==> src/rtl/mem_march_initiator_pkg.sv <==
// Shared types and the march data pattern for the memory march initiator.
package mem_march_pkg;

  typedef enum logic [2:0] {
    S_IDLE  = 3'd0,
    S_WRITE = 3'd1,
    S_READ  = 3'd2,
    S_DRAIN = 3'd3,
    S_DONE  = 3'd4
  } march_state_e;

  // Pattern arithmetic is done at this width; callers keep the low DATA_WIDTH
  // bits, which gives the modulo-2**DATA_WIDTH wrap for free.
  localparam int PAT_MAX_W = 64;

  // P0(a) = seed + a, P1(a) = ~P0(a)
  function automatic logic [PAT_MAX_W-1:0] march_pattern(
    input logic [PAT_MAX_W-1:0] seed,
    input logic [PAT_MAX_W-1:0] addr,
    input logic                 pass_idx
  );
    logic [PAT_MAX_W-1:0] p0;
    p0 = seed + addr;
    return pass_idx ? ~p0 : p0;
  endfunction

endpackage

==> src/rtl/mem_march_initiator_if.sv <==
// Single-port memory bus between the march initiator and the memory.
interface mem_march_initiator_if #(
  parameter int ADDR_WIDTH = 2,
  parameter int DATA_WIDTH = 8
);
  logic [ADDR_WIDTH-1:0] addr;
  logic                  wr_en;
  logic                  rd_en;
  logic [DATA_WIDTH-1:0] wdata;
  logic [DATA_WIDTH-1:0] rdata;

  modport master (output addr, wr_en, rd_en, wdata, input rdata);
  modport slave  (input addr, wr_en, rd_en, wdata, output rdata);
endinterface

==> src/rtl/mem_march_initiator_rd_checker.sv <==
// Read-data checker: 1-deep expected-value pipeline, saturating error count
// and first-failure capture.
module mem_rd_checker #(
  parameter int ADDR_WIDTH = 2,
  parameter int DATA_WIDTH = 8,
  parameter int ERR_WIDTH  = 4
) (
  input  logic                  clk,
  input  logic                  reset,
  input  logic                  clear,
  input  logic                  cmp_valid,
  input  logic [ADDR_WIDTH-1:0] cmp_addr,
  input  logic                  cmp_pass,
  input  logic [DATA_WIDTH-1:0] exp_data,
  input  logic [DATA_WIDTH-1:0] rdata,
  output logic                  mismatch,
  output logic [ERR_WIDTH-1:0]  err_count,
  output logic [ADDR_WIDTH-1:0] fail_addr,
  output logic                  fail_pass
);

  logic                  vld_q;
  logic [DATA_WIDTH-1:0] exp_q;
  logic [ADDR_WIDTH-1:0] addr_q;
  logic                  pass_q;
  logic                  seen;

  // rdata belongs to the read issued one cycle earlier
  assign mismatch = vld_q && (rdata != exp_q);

  // Track the in-flight read, count mismatches, keep only the first failure
  always_ff @(posedge clk or negedge reset) begin
    if (!reset) begin
      vld_q     <= 1'b0;
      exp_q     <= '0;
      addr_q    <= '0;
      pass_q    <= 1'b0;
      seen      <= 1'b0;
      err_count <= '0;
      fail_addr <= '0;
      fail_pass <= 1'b0;
    end else if (clear) begin
      vld_q     <= 1'b0;
      seen      <= 1'b0;
      err_count <= '0;
      fail_addr <= '0;
      fail_pass <= 1'b0;
    end else begin
      vld_q  <= cmp_valid;
      exp_q  <= exp_data;
      addr_q <= cmp_addr;
      pass_q <= cmp_pass;
      if (mismatch) begin
        if (err_count != {ERR_WIDTH{1'b1}}) err_count <= err_count + 1'b1;
        if (!seen) begin
          seen      <= 1'b1;
          fail_addr <= addr_q;
          fail_pass <= pass_q;
        end
      end
    end
  end

endmodule

==> src/rtl/mem_march_initiator.sv <==
// Two-pass write/read-compare march over a single-port memory.
// Pass 0 writes seed+a, pass 1 writes its complement; each pass reads back
// every address and one drain cycle lets the last read land.
module mem_march_initiator
  import mem_march_pkg::*;
#(
  parameter int ADDR_WIDTH = 2,
  parameter int DATA_WIDTH = 8,
  parameter int ERR_WIDTH  = 4
) (
  input  logic                   clk,
  input  logic                   reset,
  input  logic                   start,
  input  logic [DATA_WIDTH-1:0]  seed,
  mem_march_initiator_if.master  mem,
  output logic                   busy,
  output logic                   done,
  output logic                   pass,
  output logic [ERR_WIDTH-1:0]   err_count,
  output logic [ADDR_WIDTH-1:0]  fail_addr,
  output logic                   fail_pass
);

  localparam logic [ADDR_WIDTH-1:0] LAST = {ADDR_WIDTH{1'b1}};

  march_state_e          state;
  logic                  pass_idx;
  logic [DATA_WIDTH-1:0] seed_q;
  logic                  accept;
  logic                  mismatch;

  function automatic logic [DATA_WIDTH-1:0] pat(
    input logic [DATA_WIDTH-1:0] s,
    input logic [ADDR_WIDTH-1:0] a,
    input logic                  p
  );
    logic [PAT_MAX_W-1:0] t;
    t = march_pattern(PAT_MAX_W'(s), PAT_MAX_W'(a), p);
    return t[DATA_WIDTH-1:0];
  endfunction

  assign accept = start && (state == S_IDLE || state == S_DONE);

  // Sequencer: the bus registers hold the operation of the current cycle,
  // and mem.addr doubles as the address counter (it is 0 between phases).
  always_ff @(posedge clk or negedge reset) begin
    if (!reset) begin
      state     <= S_IDLE;
      pass_idx  <= 1'b0;
      seed_q    <= '0;
      mem.addr  <= '0;
      mem.wr_en <= 1'b0;
      mem.rd_en <= 1'b0;
      mem.wdata <= '0;
      busy      <= 1'b0;
      done      <= 1'b0;
      pass      <= 1'b0;
    end else begin
      case (state)
        S_IDLE, S_DONE: if (accept) begin
          state     <= S_WRITE;
          pass_idx  <= 1'b0;
          seed_q    <= seed;
          mem.addr  <= '0;
          mem.wr_en <= 1'b1;
          mem.wdata <= pat(seed, '0, 1'b0);
          busy      <= 1'b1;
          done      <= 1'b0;
          pass      <= 1'b0;
        end
        S_WRITE: if (mem.addr == LAST) begin
          state     <= S_READ;
          mem.addr  <= '0;
          mem.wr_en <= 1'b0;
          mem.rd_en <= 1'b1;
          mem.wdata <= '0;
        end else begin
          mem.addr  <= mem.addr + 1'b1;
          mem.wdata <= pat(seed_q, mem.addr + 1'b1, pass_idx);
        end
        S_READ: if (mem.addr == LAST) begin
          state     <= S_DRAIN;
          mem.addr  <= '0;
          mem.rd_en <= 1'b0;
        end else begin
          mem.addr  <= mem.addr + 1'b1;
        end
        S_DRAIN: if (!pass_idx) begin
          state     <= S_WRITE;
          pass_idx  <= 1'b1;
          mem.addr  <= '0;
          mem.wr_en <= 1'b1;
          mem.wdata <= pat(seed_q, '0, 1'b1);
        end else begin
          // last compare resolves on this same edge, so fold it in here
          state <= S_DONE;
          busy  <= 1'b0;
          done  <= 1'b1;
          pass  <= (err_count == '0) && !mismatch;
        end
        default: state <= S_IDLE;
      endcase
    end
  end

  mem_rd_checker #(
    .ADDR_WIDTH (ADDR_WIDTH),
    .DATA_WIDTH (DATA_WIDTH),
    .ERR_WIDTH  (ERR_WIDTH)
  ) u_chk (
    .clk       (clk),
    .reset     (reset),
    .clear     (accept),
    .cmp_valid (mem.rd_en),
    .cmp_addr  (mem.addr),
    .cmp_pass  (pass_idx),
    .exp_data  (pat(seed_q, mem.addr, pass_idx)),
    .rdata     (mem.rdata),
    .mismatch  (mismatch),
    .err_count (err_count),
    .fail_addr (fail_addr),
    .fail_pass (fail_pass)
  );

endmodule

==> src/flat_wrapper.sv <==
// flat-port wrapper written by rule: the top's interface ports become plain ports
module mem_march_initiator_flat import mem_march_pkg::*;
#(
  parameter int ADDR_WIDTH = 2,
  parameter int DATA_WIDTH = 8,
  parameter int ERR_WIDTH  = 4
)
  (clk, reset, start, seed, busy, done, pass, err_count, fail_addr, fail_pass, mem_addr, mem_wr_en, mem_rd_en, mem_wdata, mem_rdata);
  mem_march_initiator_if #(.ADDR_WIDTH(ADDR_WIDTH), .DATA_WIDTH(DATA_WIDTH)) mem_i ();
  input  logic clk;
  input  logic reset;
  input  logic start;
  input  logic [DATA_WIDTH-1:0] seed;
  output logic busy;
  output logic done;
  output logic pass;
  output logic [ERR_WIDTH-1:0] err_count;
  output logic [ADDR_WIDTH-1:0] fail_addr;
  output logic fail_pass;
  output wire logic [$bits(mem_i.addr)-1:0] mem_addr;
  output wire logic [$bits(mem_i.wr_en)-1:0] mem_wr_en;
  output wire logic [$bits(mem_i.rd_en)-1:0] mem_rd_en;
  output wire logic [$bits(mem_i.wdata)-1:0] mem_wdata;
  input wire logic [$bits(mem_i.rdata)-1:0] mem_rdata;
  assign mem_addr = mem_i.addr;
  assign mem_wr_en = mem_i.wr_en;
  assign mem_rd_en = mem_i.rd_en;
  assign mem_wdata = mem_i.wdata;
  assign mem_i.rdata = mem_rdata;
  mem_march_initiator #(.ADDR_WIDTH(ADDR_WIDTH), .DATA_WIDTH(DATA_WIDTH), .ERR_WIDTH(ERR_WIDTH)) u_core (.clk(clk), .reset(reset), .start(start), .seed(seed), .mem(mem_i), .busy(busy), .done(done), .pass(pass), .err_count(err_count), .fail_addr(fail_addr), .fail_pass(fail_pass));
endmodule
==> config.mk <==
export PLATFORM = sky130hd
export DESIGN_NAME = mem_march_initiator_flat
export DESIGN_NICKNAME = d
export VERILOG_FILES = /design/src/rtl/mem_march_initiator_pkg.sv /design/src/rtl/mem_march_initiator_if.sv /design/src/rtl/mem_march_initiator_rd_checker.sv /design/src/rtl/mem_march_initiator.sv /design/src/flat_wrapper.sv
export SDC_FILE = /design/constraint.sdc
export NUM_CORES = 1
export LEC_CHECK = 0
export ABC_AREA = 1
export CORE_MARGIN = 2
export CORE_UTILIZATION = 63
export CTS_BUF_LIST = sky130_fd_sc_hd__clkbuf_16
export CTS_CLUSTER_DIAMETER = 80
export CTS_CLUSTER_SIZE = 8
export DETAILED_ROUTE_END_ITERATION = 10
export DONT_BUFFER_PORTS = 1
export GPL_TIMING_DRIVEN = 0
export MAX_ROUTING_LAYER = met4
export PLACE_DENSITY = 0.84
export SLEW_MARGIN = 20
export SYNTH_ARGS = -nofsm -noshare
export SYNTH_HDL_FRONTEND = slang
export SYNTH_SLANG_ARGS = --single-unit
export TNS_END_PERCENT = 30
==> constraint.sdc <==
create_clock -name clk -period 2.45 [get_ports clk]
set_input_delay 0.245 -clock clk [delete_from_list [all_inputs] [get_ports clk]]
set_output_delay 0.245 -clock clk [all_outputs]
set_load 0.005 [all_outputs]
# == Word-level counts from Yosys, hierarchy flattened ==
# Index checks and enable logic that the tools add are counted.
# classes
addsub,4
n_eq_ne,13
muxes,41
n_bitwise,3
n_reduce_logical,25
# op_table
cell,n
$mux 8,5
$not 8->8,3
$pmux 8 s3,1
$add 8x2->8,2
$reduce_and 3->1,5
$mux 1,14
$mux 2,6
$mux 3,4
$mux 4,3
$pmux 3 s4,1
$ne 2x1->1 const B,5
$pmux 1 s2,5
$ne 8x8->1,1
$reduce_and 2->1,4
$reduce_bool 2->1,4
$eq 3x2->1 const B,2
$pmux 2 s3,1
$reduce_bool 3->1,2
$add 4x1->4 const B,1
$logic_not 4->1,1
$ne 4x4->1 const B,1
$reduce_and 4->1,1
$reduce_or 2->1,2
$eq 3x1->1 const B,1
other kinds (9),11
# word_totals
regBits,47
inputBits,19
out_inout_bits,22
word_cells,104

# == Depth between registers and ports, before layout ==
# depth
ltp_word,6
depth_mapped,10

# == Cells and area by module ==
# Synthesis repeated with hierarchy kept, for this count alone.
# hier_totals
cells_unflattened,377
area_unflattened_um2,2824.0
# by_module_without_submodules
module,n_inst,cells_each,area_per_inst_um2,seq_area_each_um2
mem_march_initiator,1,241,1773.0,675.6
mem_rd_checker,1,136,1051.0,500.5

# == Worst setup path after synthesis ==
# Ideal clock, no wire load.
# synth_path
kind,reg2reg
from,register u_core.mem.addr[1]
to,register u_core.mem.wdata[6]
setup_ns,0.077
arrival_ns,1.810
setup_slack_ns,0.563
path_stages_with_launch,10
n_path_buf,0
synth_period_minus_slack_ns,1.887
path_cell_list,dfrtp_1 > ha_1 > inv_1 > fa_1 > inv_1 > nand3_1 > nor2_1 > xor2_1 > nand2_1 > a21oi_1
# synth_between
elab_chain_cells,6
# synth_rtl
element,line,text
start: declaration,mem_march_initiator_if.sv:12,"modport master (output addr, wr_en, rd_en, wdata, input rdata);"
start signal: assignment,mem_march_initiator.sv:78,mem.addr <= mem.addr + 1'b1;
start signal: assignment,mem_march_initiator.sv:86,mem.addr <= mem.addr + 1'b1;
$add 2x1->2,mem_march_initiator.sv:79,"mem.wdata <= pat(seed_q, mem.addr + 1'b1, pass_idx);"
$add 8x2->8,mem_march_initiator_pkg.sv:23,p0 = seed + addr;
$not 8->8,mem_march_initiator_pkg.sv:24,return pass_idx ? ~p0 : p0;
$mux 8,mem_march_initiator_pkg.sv:24,
$mux 8 (*),mem_march_initiator.sv:71,S_WRITE: if (mem.addr == LAST) begin
$pmux 8 s3 (*),mem_march_initiator.sv:59,case (state)
end signal: assignment,mem_march_initiator.sv:66,"mem.wdata <= pat(seed, '0, 1'b0);"
end signal: assignment,mem_march_initiator.sv:79,
end signal: assignment,mem_march_initiator.sv:93,"mem.wdata <= pat(seed_q, '0, 1'b1);"
end: declaration,mem_march_initiator_if.sv:12,
# Every way passes the cells marked *; elsewhere a longest branch is shown, timed or not.
# A chain may end at the register's enable or synchronous reset.

# == Worst setup path after layout ==
# Ends and elaborated chain as after synthesis.

==> results.md <==
- Outcome: complete, no violations
- Main synth FF type: sky130_fd_sc_hd__dfrtp_1
- Global-route wire length before repair: 10.2 mm
- Critical path endpoint category: register
- Switching Share: 44.0%
- Top-level I/O count: 41
- Area grow syn2layout: 10.7%
- Static Leakage: 1.54 nW
- Slew of the pin with the lowest slew margin: 0.437 ns
- Clock share of power: 18.9%
- Sequential element share of the synthesized area: 42.5%
- Overall die width: 70.3 um
- Overall die height: 70.3 um
- Via density per instance: 5.51
- Root Buffer Master: sky130_fd_sc_hd__clkbuf_16
- Gpl congestion: 0.891
- Most frequently used cell type in the post-synthesis netlist: sky130_fd_sc_hd__nand2_1
- Number of synthesized register bits: 47
- Cell area reported after detailed placement: 0.00284 mm^2
- Global route total overflow: 0
- Element type at the critical path start: register
- CTS tree: yes
- Setup TNS: 0 ns
- Initial antenna violation count: 0
- Leading area contributor after synthesis: sky130_fd_sc_hd__dfrtp_1
- Pwr per Cell Area: 1520 mW/mm^2
- Overall Power: 4.67 mW
- DRC violation total after the first TritonRoute iteration: 152
- EDFF count, synth: 0
- Worst Setup SP: u_core.mem.addr[1]$_DFFE_PN0P_
- Die Outline Area: 0.00494 mm^2
- Final std cell area, no fill: 0.00307 mm^2
- Normalized max-slew margin: 70.8%
- Mean area per synthesized cell: 8.10 um^2
- H-tree depth: 2
- Total CTS buffers: 5
- Fraction of final layout cells sized beyond drive strength 1: 12.2%
- Internal power consumption: 2.61 mW
- Required time at the worst-slack endpoint: 2.66 ns
- Final Hold Fails: 0
- Power share of the combinational group: 48.9%
- Number of standard-cell rows in the floorplan: 24
- Clock Latency Late Sink: 0.29 ns
- Tot GR Track Use: 27.2%
- Share of the synthesized area in the top cell type: 42.5%
- # setup viols final: 0
- Routed len/inst: 15.0 um
- FFs w/ async S/R, synth: 100%
- Worst-path maximum fanout: 6
- Maximum number of pins on one net before global-route repair: 48
- Post-detailed-route count of antenna-violating nets: 0
- Post-Synthesis Cells: 342
- Via count of the first global-routing pass: 2121
- Hold path startpoint: seed[1]
- P_sw: 2.06 mW
- Post-Syn Area: 0.00277 mm^2
- Antenna diode instance count: 0
- Start-to-end type of the worst setup path: register to register
- Buffers added on ports: 0
- Place WS: 0.307 ns
- Via count: 2228
- Setup repair after global routing missed its margin: no
- Count of filler cells inserted in the layout: 335
- Number of nets at the end of the flow: 379
- Clock sink total: 47
- Post-route DRC violation count: 0
- Clk buf depth: 2
- Signal arrival time at the worst endpoint: 2.41 ns
- Synthesized net count: 370
- Setup bufs post-CTS: 0
- Count of synthesis-stage warnings from yosys: 0
- Final Core Density: 71.4%
- Share of total power in sequential cells: 32.3%
- Worst-case clock skew: 0.00449 ns
- Core Region: 0.00429 mm^2
- Max-slew violation count: 0
- Minimum clock period after layout: 2.20 ns
- Highest achievable clock rate: 0.455 GHz
- Max_cap viols: 0
- Worst IR Drop VDD: 1.02 mV
- Post-layout worst setup margin: 0.251 ns
- Post-Route WL: 6.05 mm
- Pre-Repair DR Iteration Count: 4
- HPWL after detailed placement: 4.35 mm
- Number of different library cells in the post-synthesis netlist: 38
- Final cell count without fillers: 404
- Class of the tightest hold or removal check: input port to register
- Origin of the critical flop-to-flop path: u_core.mem.addr[1]$_DFFE_PN0P_
- Clock slew seen by the registers of the worst setup and hold paths: 0.06 ns
- Smallest hold slack: 0.0853 ns
- Commonest cells in the netlist: 88 x sky130_fd_sc_hd__nand2_1, 47 x sky130_fd_sc_hd__dfrtp_1, 45 x sky130_fd_sc_hd__inv_1
- Top cells by area in the synthesized netlist: sky130_fd_sc_hd__dfrtp_1 42%, sky130_fd_sc_hd__nand2_1 12%, sky130_fd_sc_hd__inv_1 6.1%
- Placed Instances: 394
- Starting utilization of the core area: 64.5%
- Final clock period utilization by the worst path: 89.7%
power groups by stage:
stage	sequential [mW]	clock (mW)	combinational, mW
floorplan	1.42	0	1.83
global placement	1.49	0	2.16
detailed placement	1.51	0	2.23
CTS	1.51	0.888	2.28
global route	1.55	0.919	2.60
finish	1.51	0.881	2.28
logic make-up (layout without fill, tap and decap cells):
group,count (synthesis),after routing,synth area share [%]
adder cells (fa/ha/maj),9,9,4.61
AND/OR/NAND/NOR,148,148,25.0
AO/OA/AOI/OAI,54,54,11.4
flip-flops,47,47,42.5
buffers and inverters,62,72,9.08
XOR/XNOR,22,22,7.50
cells in the final DEF, fill, tap and decap left out, types with 3 or more instances in the layout:
cell type / count
sky130_fd_sc_hd__a21oi_1: 10
sky130_fd_sc_hd__o21ai_0: 19
sky130_fd_sc_hd__dfrtp_1: 47
sky130_fd_sc_hd__nand2_2: 3
sky130_fd_sc_hd__nand3_1: 19
sky130_fd_sc_hd__inv_1: 45
sky130_fd_sc_hd__a21oi_2: 5
sky130_fd_sc_hd__inv_2: 8
sky130_fd_sc_hd__or2_1: 3
sky130_fd_sc_hd__buf_2: 4
sky130_fd_sc_hd__xor2_1: 9
sky130_fd_sc_hd__nand2_1: 88
sky130_fd_sc_hd__xnor2_1: 11
sky130_fd_sc_hd__ha_1: 7
sky130_fd_sc_hd__clkbuf_16: 5
sky130_fd_sc_hd__o21ai_1: 12
sky130_fd_sc_hd__nor2_1: 23
layer usage:
metal | vias to the layer above | GRT usage (%) | part of all wire, % | wire length [um]
met5 | - | - | 0 | 0
met4 | 0 | 7.26 | 1.5 | 89
met3 | 8 | 6.78 | 6.9 | 416
met2 | 65 | 42.5 | 48 | 2900
met1 | 1065 | 35.8 | 44 | 2650
li1 | 1090 | - | - | -
registers in the layout, indices dropped and copies added, names as in the netlist, 2 cells and up:
name	cells
u_core.u_chk.exp_q	8
u_core.u_chk.addr_q	2
u_core.state	3
u_core.u_chk.err_count	4
u_core.seed_q	8
u_core.mem.addr	2
u_core.mem.wdata	8
u_core.u_chk.fail_addr	2
repair_timing:
| action | in CTS | in global routing |
|---|---|---|
| resized for setup | 0 | 0 |
| hold buffers | 2 | 0 |
| hold endpoints to repair | 47 | 0 |
worst max-delay path: stages (launching register included):
cell                      delay, ns
sky130_fd_sc_hd__dfrtp_1       0.52
sky130_fd_sc_hd__ha_1          0.39
sky130_fd_sc_hd__inv_1         0.08
sky130_fd_sc_hd__fa_1          0.45
sky130_fd_sc_hd__inv_1         0.07
sky130_fd_sc_hd__nand3_1       0.12
sky130_fd_sc_hd__nor2_1        0.15
sky130_fd_sc_hd__xor2_1        0.15
sky130_fd_sc_hd__nand2_1       0.06
sky130_fd_sc_hd__a21oi_1       0.12
layout make-up:
type,count,area (um^2),area share (%)
multi-input cells,233,1340,43.8
flip-flops and latches,47,1180,38.4
inverters,54,205,6.69
clock buffers,5,125,4.08
clock inverters,3,67.6,2.20
well taps,52,65.1,2.12
plain buffers,8,46.3,1.51
repair buffers,2,37.5,1.22
final timing paths:
check | end | slack, ns | cells after the start
setup / recovery | u_core.mem.wdata[6]$_DFFE_PN0P_ | 0.25 | 9
hold / removal | u_core.seed_q[1]$_DFFE_PN0P_ | 0.09 | 2
setup reg to reg | u_core.mem.wdata[6]$_DFFE_PN0P_ | 0.25 | 9
hold reg to reg | u_core.seed_q[7]$_DFFE_PN0P_ | 0.49 | 1
max in group asynchronous | u_core.u_chk.err_count[3]$_DFFE_PN0P_ | 1.77 | 2
min in group asynchronous | u_core.mem.wr_en$_DFFE_PN0P_ | 0.46 | 2
Power figures use the tool's default switching activity.
